[config.mk]
export PLATFORM = sky130hd
export DESIGN_NAME = rf_fifo_ctrl_flat
export DESIGN_NICKNAME = d
export VERILOG_FILES = /design/src/rtl/rf_fifo_ctrl_if.sv /design/src/rtl/rf_fifo_ctrl.sv /design/src/flat_wrapper.sv
export SDC_FILE = /design/constraint.sdc
export NUM_CORES = 1
export LEC_CHECK = 0
export ABC_AREA = 0
export BUFFER_PORTS_ARGS = -buffer_cell sky130_fd_sc_hd__buf_2
export CORE_AREA = 5 5 45 47
export CTS_CLUSTER_SIZE = 28
export DETAILED_ROUTE_END_ITERATION = 10
export DIE_AREA = 0 0 50 52
export PLACE_DENSITY_LB_ADDON = 0.12
export SYNTH_ARGS = -nofsm -noshare
export SYNTH_HDL_FRONTEND = slang
export SYNTH_SLANG_ARGS = --single-unit
[constraint.sdc]
create_clock -name clk -period 3.7 [get_ports clk]
set_clock_uncertainty 0.05 [all_clocks]
set_input_delay 0.185 -clock clk [delete_from_list [all_inputs] [get_ports clk]]
set_output_delay 0.185 -clock clk [all_outputs]
set_load 0.02 [all_outputs]
[src/rtl/rf_fifo_ctrl_if.sv]
// rtl/rf_fifo_ctrl_if.sv - push/pop request and RegFile control bundle for rf_fifo_ctrl
//
// master : producer/consumer side, drives push, pop, clr_err, observes strobes and status
// slave  : rf_fifo_ctrl, drives wr, rd, AddrWr, AddrRd, full, empty, count, ovf, udf
//          (plus almost_full/almost_empty when RF_FIFO_ALMOST_FLAGS_EN is defined)
interface rf_fifo_ctrl_if #(
    parameter int DEPTH = 8,
    parameter int AS    = $clog2(DEPTH)
);
    logic          push;
    logic          pop;
    logic          clr_err;
    logic          wr;
    logic          rd;
    logic [AS-1:0] AddrWr;
    logic [AS-1:0] AddrRd;
    logic          full;
    logic          empty;
    logic [AS:0]   count;
    logic          ovf;
    logic          udf;
`ifdef RF_FIFO_ALMOST_FLAGS_EN
    logic          almost_full;
    logic          almost_empty;
`endif

    modport master (
        output push, pop, clr_err,
        input  wr, rd, AddrWr, AddrRd, full, empty, count, ovf, udf
`ifdef RF_FIFO_ALMOST_FLAGS_EN
        , input almost_full, almost_empty
`endif
    );

    modport slave (
        input  push, pop, clr_err,
        output wr, rd, AddrWr, AddrRd, full, empty, count, ovf, udf
`ifdef RF_FIFO_ALMOST_FLAGS_EN
        , output almost_full, almost_empty
`endif
    );
endinterface

[src/rtl/rf_fifo_ctrl.sv]
// rtl/rf_fifo_ctrl.sv - circular-FIFO controller for the RegFile register bank
//
// Ports:
//   clk   : master clock, state updates on posedge
//   reset : asynchronous active-low reset
//   bus   : rf_fifo_ctrl_if.slave (push/pop/clr_err in; wr/rd/AddrWr/AddrRd,
//           full/empty/count, sticky ovf/udf out)
// Optional: define RF_FIFO_ALMOST_FLAGS_EN to add AF_LVL/AE_LVL parameters and
//           the almost_full/almost_empty outputs.
module rf_fifo_ctrl #(
    parameter int DEPTH = 8,
    parameter int AS    = $clog2(DEPTH)
`ifdef RF_FIFO_ALMOST_FLAGS_EN
    ,
    parameter int AF_LVL = DEPTH - 2,
    parameter int AE_LVL = 1
`endif
) (
    input logic           clk,
    input logic           reset,
    rf_fifo_ctrl_if.slave bus
);
    localparam logic [AS:0]   CNT_FULL = (AS + 1)'(DEPTH);
    localparam logic [AS-1:0] PTR_LAST = AS'(DEPTH - 1);

    logic [AS-1:0] wr_ptr_q, wr_ptr_d;
    logic [AS-1:0] rd_ptr_q, rd_ptr_d;
    logic [AS:0]   count_q, count_d;
    logic          ovf_q, ovf_d;
    logic          udf_q, udf_d;
    logic          full;
    logic          empty;
    logic          wr;
    logic          rd;

    // DEPTH need not be a power of two, so wrap explicitly.
    function automatic logic [AS-1:0] ptr_next(input logic [AS-1:0] p);
        return (p == PTR_LAST) ? '0 : p + 1'b1;
    endfunction

    always_comb begin
        full  = (count_q == CNT_FULL);
        empty = (count_q == '0);
        // A push at full is still accepted when a pop frees the head slot in
        // the same cycle; a pop at empty is never accepted.
        wr    = bus.push & (~full | bus.pop);
        rd    = bus.pop & ~empty;

        wr_ptr_d = wr ? ptr_next(wr_ptr_q) : wr_ptr_q;
        rd_ptr_d = rd ? ptr_next(rd_ptr_q) : rd_ptr_q;

        count_d = count_q;
        if (wr & ~rd) begin
            count_d = count_q + 1'b1;
        end else if (rd & ~wr) begin
            count_d = count_q - 1'b1;
        end

        // A new error takes priority over clr_err in the same cycle. A pop at
        // empty accompanied by a push is not an underflow: the push is kept.
        ovf_d = (bus.push & ~wr) | (ovf_q & ~bus.clr_err);
        udf_d = (bus.pop & ~rd & ~bus.push) | (udf_q & ~bus.clr_err);
    end

    always_ff @(posedge clk or negedge reset) begin
        if (!reset) begin
            wr_ptr_q <= '0;
            rd_ptr_q <= '0;
            count_q  <= '0;
            ovf_q    <= 1'b0;
            udf_q    <= 1'b0;
        end else begin
            wr_ptr_q <= wr_ptr_d;
            rd_ptr_q <= rd_ptr_d;
            count_q  <= count_d;
            ovf_q    <= ovf_d;
            udf_q    <= udf_d;
        end
    end

    assign bus.wr     = wr;
    assign bus.rd     = rd;
    assign bus.AddrWr = wr_ptr_q;
    assign bus.AddrRd = rd_ptr_q;
    assign bus.full   = full;
    assign bus.empty  = empty;
    assign bus.count  = count_q;
    assign bus.ovf    = ovf_q;
    assign bus.udf    = udf_q;

`ifdef RF_FIFO_ALMOST_FLAGS_EN
    localparam logic [AS:0] AF_CNT = (AS + 1)'(AF_LVL);
    localparam logic [AS:0] AE_CNT = (AS + 1)'(AE_LVL);

    assign bus.almost_full  = (count_q >= AF_CNT);
    assign bus.almost_empty = (count_q <= AE_CNT);
`endif
endmodule

[src/flat_wrapper.sv]
// flat-port wrapper written by rule: the top's interface ports become plain ports
module rf_fifo_ctrl_flat 
#(
    parameter int DEPTH = 8,
    parameter int AS    = $clog2(DEPTH)

)
  (clk, reset, bus_push, bus_pop, bus_clr_err, bus_wr, bus_rd, bus_AddrWr, bus_AddrRd, bus_full, bus_empty, bus_count, bus_ovf, bus_udf);
  rf_fifo_ctrl_if #(.DEPTH(DEPTH), .AS(AS)) bus_i ();
  input logic clk;
  input logic reset;
  input wire logic [$bits(bus_i.push)-1:0] bus_push;
  input wire logic [$bits(bus_i.pop)-1:0] bus_pop;
  input wire logic [$bits(bus_i.clr_err)-1:0] bus_clr_err;
  output wire logic [$bits(bus_i.wr)-1:0] bus_wr;
  output wire logic [$bits(bus_i.rd)-1:0] bus_rd;
  output wire logic [$bits(bus_i.AddrWr)-1:0] bus_AddrWr;
  output wire logic [$bits(bus_i.AddrRd)-1:0] bus_AddrRd;
  output wire logic [$bits(bus_i.full)-1:0] bus_full;
  output wire logic [$bits(bus_i.empty)-1:0] bus_empty;
  output wire logic [$bits(bus_i.count)-1:0] bus_count;
  output wire logic [$bits(bus_i.ovf)-1:0] bus_ovf;
  output wire logic [$bits(bus_i.udf)-1:0] bus_udf;
  assign bus_i.push = bus_push;
  assign bus_i.pop = bus_pop;
  assign bus_i.clr_err = bus_clr_err;
  assign bus_wr = bus_i.wr;
  assign bus_rd = bus_i.rd;
  assign bus_AddrWr = bus_i.AddrWr;
  assign bus_AddrRd = bus_i.AddrRd;
  assign bus_full = bus_i.full;
  assign bus_empty = bus_i.empty;
  assign bus_count = bus_i.count;
  assign bus_ovf = bus_i.ovf;
  assign bus_udf = bus_i.udf;
  rf_fifo_ctrl #(.DEPTH(DEPTH), .AS(AS)) u_core (.clk(clk), .reset(reset), .bus(bus_i));
endmodule
==> flow_summary_export.csv, run 1 <==
group,metric,value,unit
die,die-area,2600,um^2
power,switching_share,43.2,%
power,p_comb_share,53.6,%
power,p_int,0.446,mW
critical_path,path_max_fanout,7,
synthesis,synth_nets,73,
synthesis,syn-cell-area,701,um^2
power,ir_drop,0.450,mV
critical_path,rr_worst_depth,9,
power,leakage,0.428,nW
finish,fin_area,865,um^2
die,die_w,50,um
place,dp_hpwl,1030,um
critical_path,cp-start-kind,"flop",
critical_path,rr_startpoint,"u_core.bus.count[0]",
clock_network,numCtsBuffers,3,
clock_network,ctsHoldBuffers,1,
sta,period_share,79.0,%
global_route,grt_pass1_wl,2240,um
clock_network,cts_root_buf,"clkbuf_4",
finish,regArea,300,um^2
synthesis,synth_area_leader_cell,"dfrtp_1",
sta,min_period,2.92,ns
power,powerDensity,908,nW/um^2
worst_hold_path,hold_class,"in2reg",
route,drc,0,
sta,maxSlewViolCount,0,
finish,syn2layout_area_growth,23.4,%
critical_path,slowest_stage,"or4b_4",
route,ant_nets,0,
global_route,grt_pass1_vias,517,
place,dp_cells,96,
global_route,grt_overflow_total,0,
global_route,grt_max_degree,13,
place,post-place-ws,0.772,ns
finish,multi_input_area,370,um^2
synthesis,synth.distinct_cells,25,
route,dr.pass1.iters,4,
route,wirelength,1270,um
clock_network,clock_path_buffers,2,
clock_network,cts_max_level,1,
clock_network,post_cts_buffers,0,
finish,drive_above_1_share,40.5,%
finish,final_cell_mix,"buf_2 (20), dfrtp_1 (12), inv_1 (7), mux2_2 (7), ha_1 (7)",
critical_path,arrival,3.03,ns
die,num_io_pins,21,
finish,diodes,0,
sta,finalSetupViolCount,0,
synthesis,synth-edff-count,0,
sta,hold_viol,0,
global_route,antenna_found_initial,0,
sta,setup_ws,0.775,ns
sta,slew_headroom,70.7,%
power,seqPwrFrac,33.2,%
synthesis,yosys_warnings,0,
power,power,0.785,mW
synthesis,async_flop_share,100,%
synthesis,synth_area_leaders,"dfrtp_1 (43%), ha_1 (13%), mux2_2 (11%)",
sta,holdWs,0.0735,ns
die,initial_core_util,43.4,%
critical_path,timing.rr.end,"u_core.bus.count[3]",
finish,final_core_util,53.6,%
sta,grt_setup_unrepaired,"false",
critical_path,max_stage_delay,0.58,ns
worst_hold_path,hp-start,"bus_clr_err",
worst_hold_path,min_to,"u_core.bus.ovf",
run_status,status,"finished, final reports clean",
sta,fin_tns_setup,0,ns
synthesis,synth_cells,60,
job,drv_cap,0,
power,p_sw,0.340,mW
critical_path,path_cells,"or4b_4 -> o21ai_4 -> inv_1 -> ha_1 -> inv_1 -> ha_1 -> or4_1 -> o211ai_1 -> o211ai_1",
sta,fmax,342,MHz
global_route,grt_use_total,11.5,%
place,io_buffers,20,
worst_hold_path,holdPathStages,2,
place,placed_area,818,um^2
finish,mostFrequentLayoutCell,"buf_2",
route,avgRoutedWirePerCell,12.5,um
synthesis,synth_ff_type,"dfrtp_1",
synthesis,ys_seq_area_share,42.9,%
die,num_rows,15,
synthesis,yosysTopAreaCellShare,42.9,%
clock_network,ctsResizeCount,0,
place,gp_congestion,0.712,
sta,tightest_slew,0.436,ns
route,drtIter0Drc,8,
critical_path,r2r_setup_slack,0.78,ns
finish,nFillCells,161,
clock_network,cts_num_sinks,12,
clock_network,path_clk_slew,0.08,ns
critical_path,required,3.80,ns
critical_path,end_kind,"flop",
route,viasPerCell,5.38,
die,core_region_area,1610,um^2
finish,finalNonFillerCells,101,
power,p_clk_share,13.2,%
route,num_vias,543,
synthesis,syn_area_per_cell,11.7,um^2
synthesis,synth_seq_cells,12,
die,fp.dieH,52,um
critical_path,critPathKind,"reg2reg",
clock_network,worstSkewPairLatency,0.27,ns
clock_network,tritoncts,"yes",
finish,nets,98,
## cells in the mapped netlist (all sizes together), types with 2 or more instances
cell type and instances:
a21oi 2, ha 7, nor2 2, inv 7
nand2 2, dfrtp 12, nand3 2, o21ai 2
xnor2 2, mux2 7, o211ai 2
## flip-flops by register name (all words and copies together), names as in the netlist
| signal | cells |
|---|---|
| u_core.bus.AddrRd | 3 |
| u_core.bus.AddrWr | 3 |
| u_core.bus.count | 4 |
| u_core.bus.ovf | 1 |
| u_core.bus.udf | 1 |
## logic make-up (layout without fill, tap and decap cells)
family | after synthesis | after routing | share of synthesized area [%]
and+or+nand+nor | 13 | 13 | 11.4
xor gates and xnor gates | 2 | 2 | 2.50
buffers and inverters | 8 | 32 | 4.29
AOI/OAI and AO/OA | 9 | 9 | 10.9
adders and majority gates | 8 | 8 | 15.4
muxes | 8 | 8 | 12.7
DFF | 12 | 12 | 42.9
## layer usage
layer / wire length, um / GRT usage (%) / vias to the layer above
met1: 572 / 13.8 / 259
met2: 568 / 17.6 / 17
li1: - / - / 265
met5: 0 / 0 / -
met3: 101 / 2.29 / 2
met4: 23 / 9.17 / 0
## power groups by stage
stage               clock (mW)  combinational (mW)  sequential (mW)
floorplan                    0               0.238            0.329
global placement             0               0.423            0.262
detailed placement           0               0.428            0.267
CTS                      0.108               0.430            0.263
global route             0.113               0.477            0.278
finish                   0.104               0.421            0.261
## how the worst max path moves through the flow
stage | from | to | slack, ns | cells past startpoint
after floorplan | u_core.bus.count[0] | u_core.bus.count[3] | 0.49 | 8
after global placement | u_core.bus.count[0] | u_core.bus.count[3] | 0.84 | 9
after detailed placement | u_core.bus.count[0] | u_core.bus.count[3] | 0.77 | 9
after CTS | u_core.bus.count[0] | u_core.bus.count[3] | 0.76 | 9
after global routing | u_core.bus.count[0] | u_core.bus.count[3] | 0.53 | 8
final | u_core.bus.count[0] | u_core.bus.count[3] | 0.78 | 9
## final cells by class
type	count	share of cell area [%]
clock buffer	4	4.20
sequential	12	34.7
multi-input combinational	40	42.8
tap	17	2.46
timing repair buffer	21	12.7
inverter	7	3.04
## critical path: cells and delay by family (launching register included)
family | cells | cell delay, ns
DFF | 1 | 0.47
adders and majority gates | 2 | 0.55
buffers and inverters | 2 | 0.23
AOI/OAI and AO/OA | 3 | 0.37
and+or+nand+nor | 2 | 1.13
(Power assumes the default switching activity.)
==> run 2: changes to the inputs <==
clock period = 2.7 ns   (was 3.7 ns; I/O delays follow)
==> run 2 against run 1 <==
Net effect:
- global-route usage increased by 0.39 points
- die area unchanged
- worst setup slack got worse by 0.65 ns
- flip-flop and latch count unchanged
- critical path type unchanged
- highest routed layer unchanged
==> flow_summary_export.csv, run 2 (synthesis results as in run 1) <==
group,metric,value,unit
clock_network,worstSkewPairLatency,0.27,ns
die,core_region_area,1610,um^2
power,p_sw,0.501,mW
die,fp.dieH,52,um
global_route,grt_overflow_total,0,
finish,mostFrequentLayoutCell,"buf_2",
finish,multi_input_area,410,um^2
route,dr.max_layer_used,"met4",
critical_path,cp-start-kind,"flop",
critical_path,timing.rr.end,"u_core.bus.count[3]",
worst_hold_path,hold_class,"in2reg",
die,initial_core_util,43.4,%
die,die-area,2600,um^2
finish,nets,102,
critical_path,path_max_fanout,6,
place,dp_hpwl,1100,um
critical_path,rr_startpoint,"u_core.bus.count[0]",
critical_path,cp-endpoint,"u_core.bus.count[3]",
critical_path,arrival,2.67,ns
clock_network,cts_num_sinks,12,
sta,grt_setup_unrepaired,"false",
route,drc,0,
power,ir_drop,0.526,mV
route,avgRoutedWirePerCell,12.8,um
clock_network,tritoncts,"yes",
finish,final_cell_mix,"buf_2 (20), dfrtp_1 (8), mux2_2 (7)",
sta,period_share,95.2,%
clock_network,path_clk_slew,0.08,ns
sta,finalSetupViolCount,0,
global_route,grt_pass1_vias,550,
finish,regArea,305,um^2
global_route,grt_use_total,11.9,%
route,wirelength,1340,um
global_route,antenna_found_initial,0,
route,num_vias,542,
die,num_rows,15,
global_route,grt_max_degree,13,
sta,fin_tns_setup,0,ns
place,post-place-ws,0.131,ns
die,num_io_pins,21,
route,viasPerCell,5.16,
power,switching_share,42.3,%
finish,nFillCells,145,
power,p_clk_share,12.0,%
clock_network,numCtsBuffers,3,
worst_hold_path,hp-start,"bus_clr_err",
route,ant_nets,0,
finish,syn2layout_area_growth,34.8,%
sta,maxSlewViolCount,0,
critical_path,cp-startpoint,"u_core.bus.count[0]",
power,p_int,0.682,mW
finish,diodes,0,
route,routed-wl-met3,77,um
place,io_buffers,20,
route,m1WireLength,598,um
power,leakage,0.445,nW
sta,fmax,389,MHz
die,die_w,50,um
clock_network,cts_root_buf,"clkbuf_4",
critical_path,rr_worst_depth,9,
sta,hold_viol,0,
sta,tightest_slew,0.275,ns
route,dr.pass1.iters,3,
global_route,grt_pass1_wl,2420,um
route,drtIter0Drc,9,
power,seqPwrFrac,28.5,%
critical_path,end_kind,"flop",
critical_path,critPathKind,"reg2reg",
critical_path,r2r_setup_slack,0.13,ns
clock_network,clock_path_buffers,2,
sta,setup_ws,0.129,ns
job,drv_cap,0,
clock_network,ctsResizeCount,0,
run_status,status,"finished, final reports clean",
critical_path,required,2.80,ns
power,p_comb_share,59.4,%
finish,largest_reg_flops,4,
sta,min_period,2.57,ns
place,gp_congestion,0.687,
clock_network,cts_max_level,1,
power,powerDensity,1250,nW/um^2
sta,slew_headroom,81.7,%
route,wl_met2,652,um
finish,drive_above_1_share,53.4,%
==> run 2: worst min path at each step <==
stage | end | slack, ns | cells past startpoint
after floorplan | u_core.bus.AddrRd[0] | -0.21 | 0
after global placement | u_core.bus.AddrRd[0] | -0.02 | 1
after detailed placement | u_core.bus.AddrRd[0] | -0.02 | 1
after CTS | u_core.bus.ovf | 0.005 | 2
after global routing | u_core.bus.ovf | 0.003 | 2
final | u_core.bus.ovf | 0.01 | 2
==> run 2: through the flow <==
stage                     hold slack (ns)  utilization, %  instance area, um^2  power [mW]  std cells
after floorplan                    -0.211               -                  751       0.833         60
after global placement            -0.0245            55.7                  898        1.04        100
after detailed placement          -0.0196            55.7                  898        1.06        100
after CTS                         0.00470            58.5                  945        1.20        105
after global routing              0.00277            58.5                  945        1.30        105
final                              0.0113            58.5                  945        1.18        105
==> run 2: worst max-delay path, cell delays in order (launching register included) <==
cell,delay [ns]
dfrtp_2,0.41
or4b_4,0.57
o21ai_4,0.20
inv_4,0.05
ha_4,0.18
inv_4,0.08
ha_4,0.22
or4_1,0.47
o211ai_1,0.10
o211ai_1,0.11
==> run 2: what timing repair did <==
| item | in CTS | in global routing |
|---|---|---|
| endpoints found under the setup margin | 0 | 0 |
| hold endpoints to repair | 12 | 0 |
| hold buffers | 1 | 0 |
| setup buffers | 0 | 0 |
==> run 2: layer usage <==
metal  global-route usage, %  vias to the layer above
li1                        -                      273
met1                    14.8                      253
met5                       0                        -
met2                    19.2                       14
met3                    2.01                        2
met4                    6.55                        0
==> run 2: power by group through the flow <==
stage / clock network (mW) / logic (mW) / registers, mW
6_report: 0.142 / 0.703 / 0.337
5_1_grt: 0.158 / 0.790 / 0.352
3_3_place_gp: 0 / 0.700 / 0.338
4_1_cts: 0.148 / 0.716 / 0.339
3_5_place_dp: 0 / 0.714 / 0.343
2_1_floorplan: 0 / 0.357 / 0.476
==> run 2: layout make-up <==
| type | instances | share of cell area, % |
|---|---|---|
| clock buffer | 4 | 3.84 |
| inverter | 7 | 3.31 |
| multi-input combinational | 40 | 43.4 |
| sequential | 12 | 32.3 |
| tap | 17 | 2.25 |
| timing repair buffer | 25 | 14.8 |
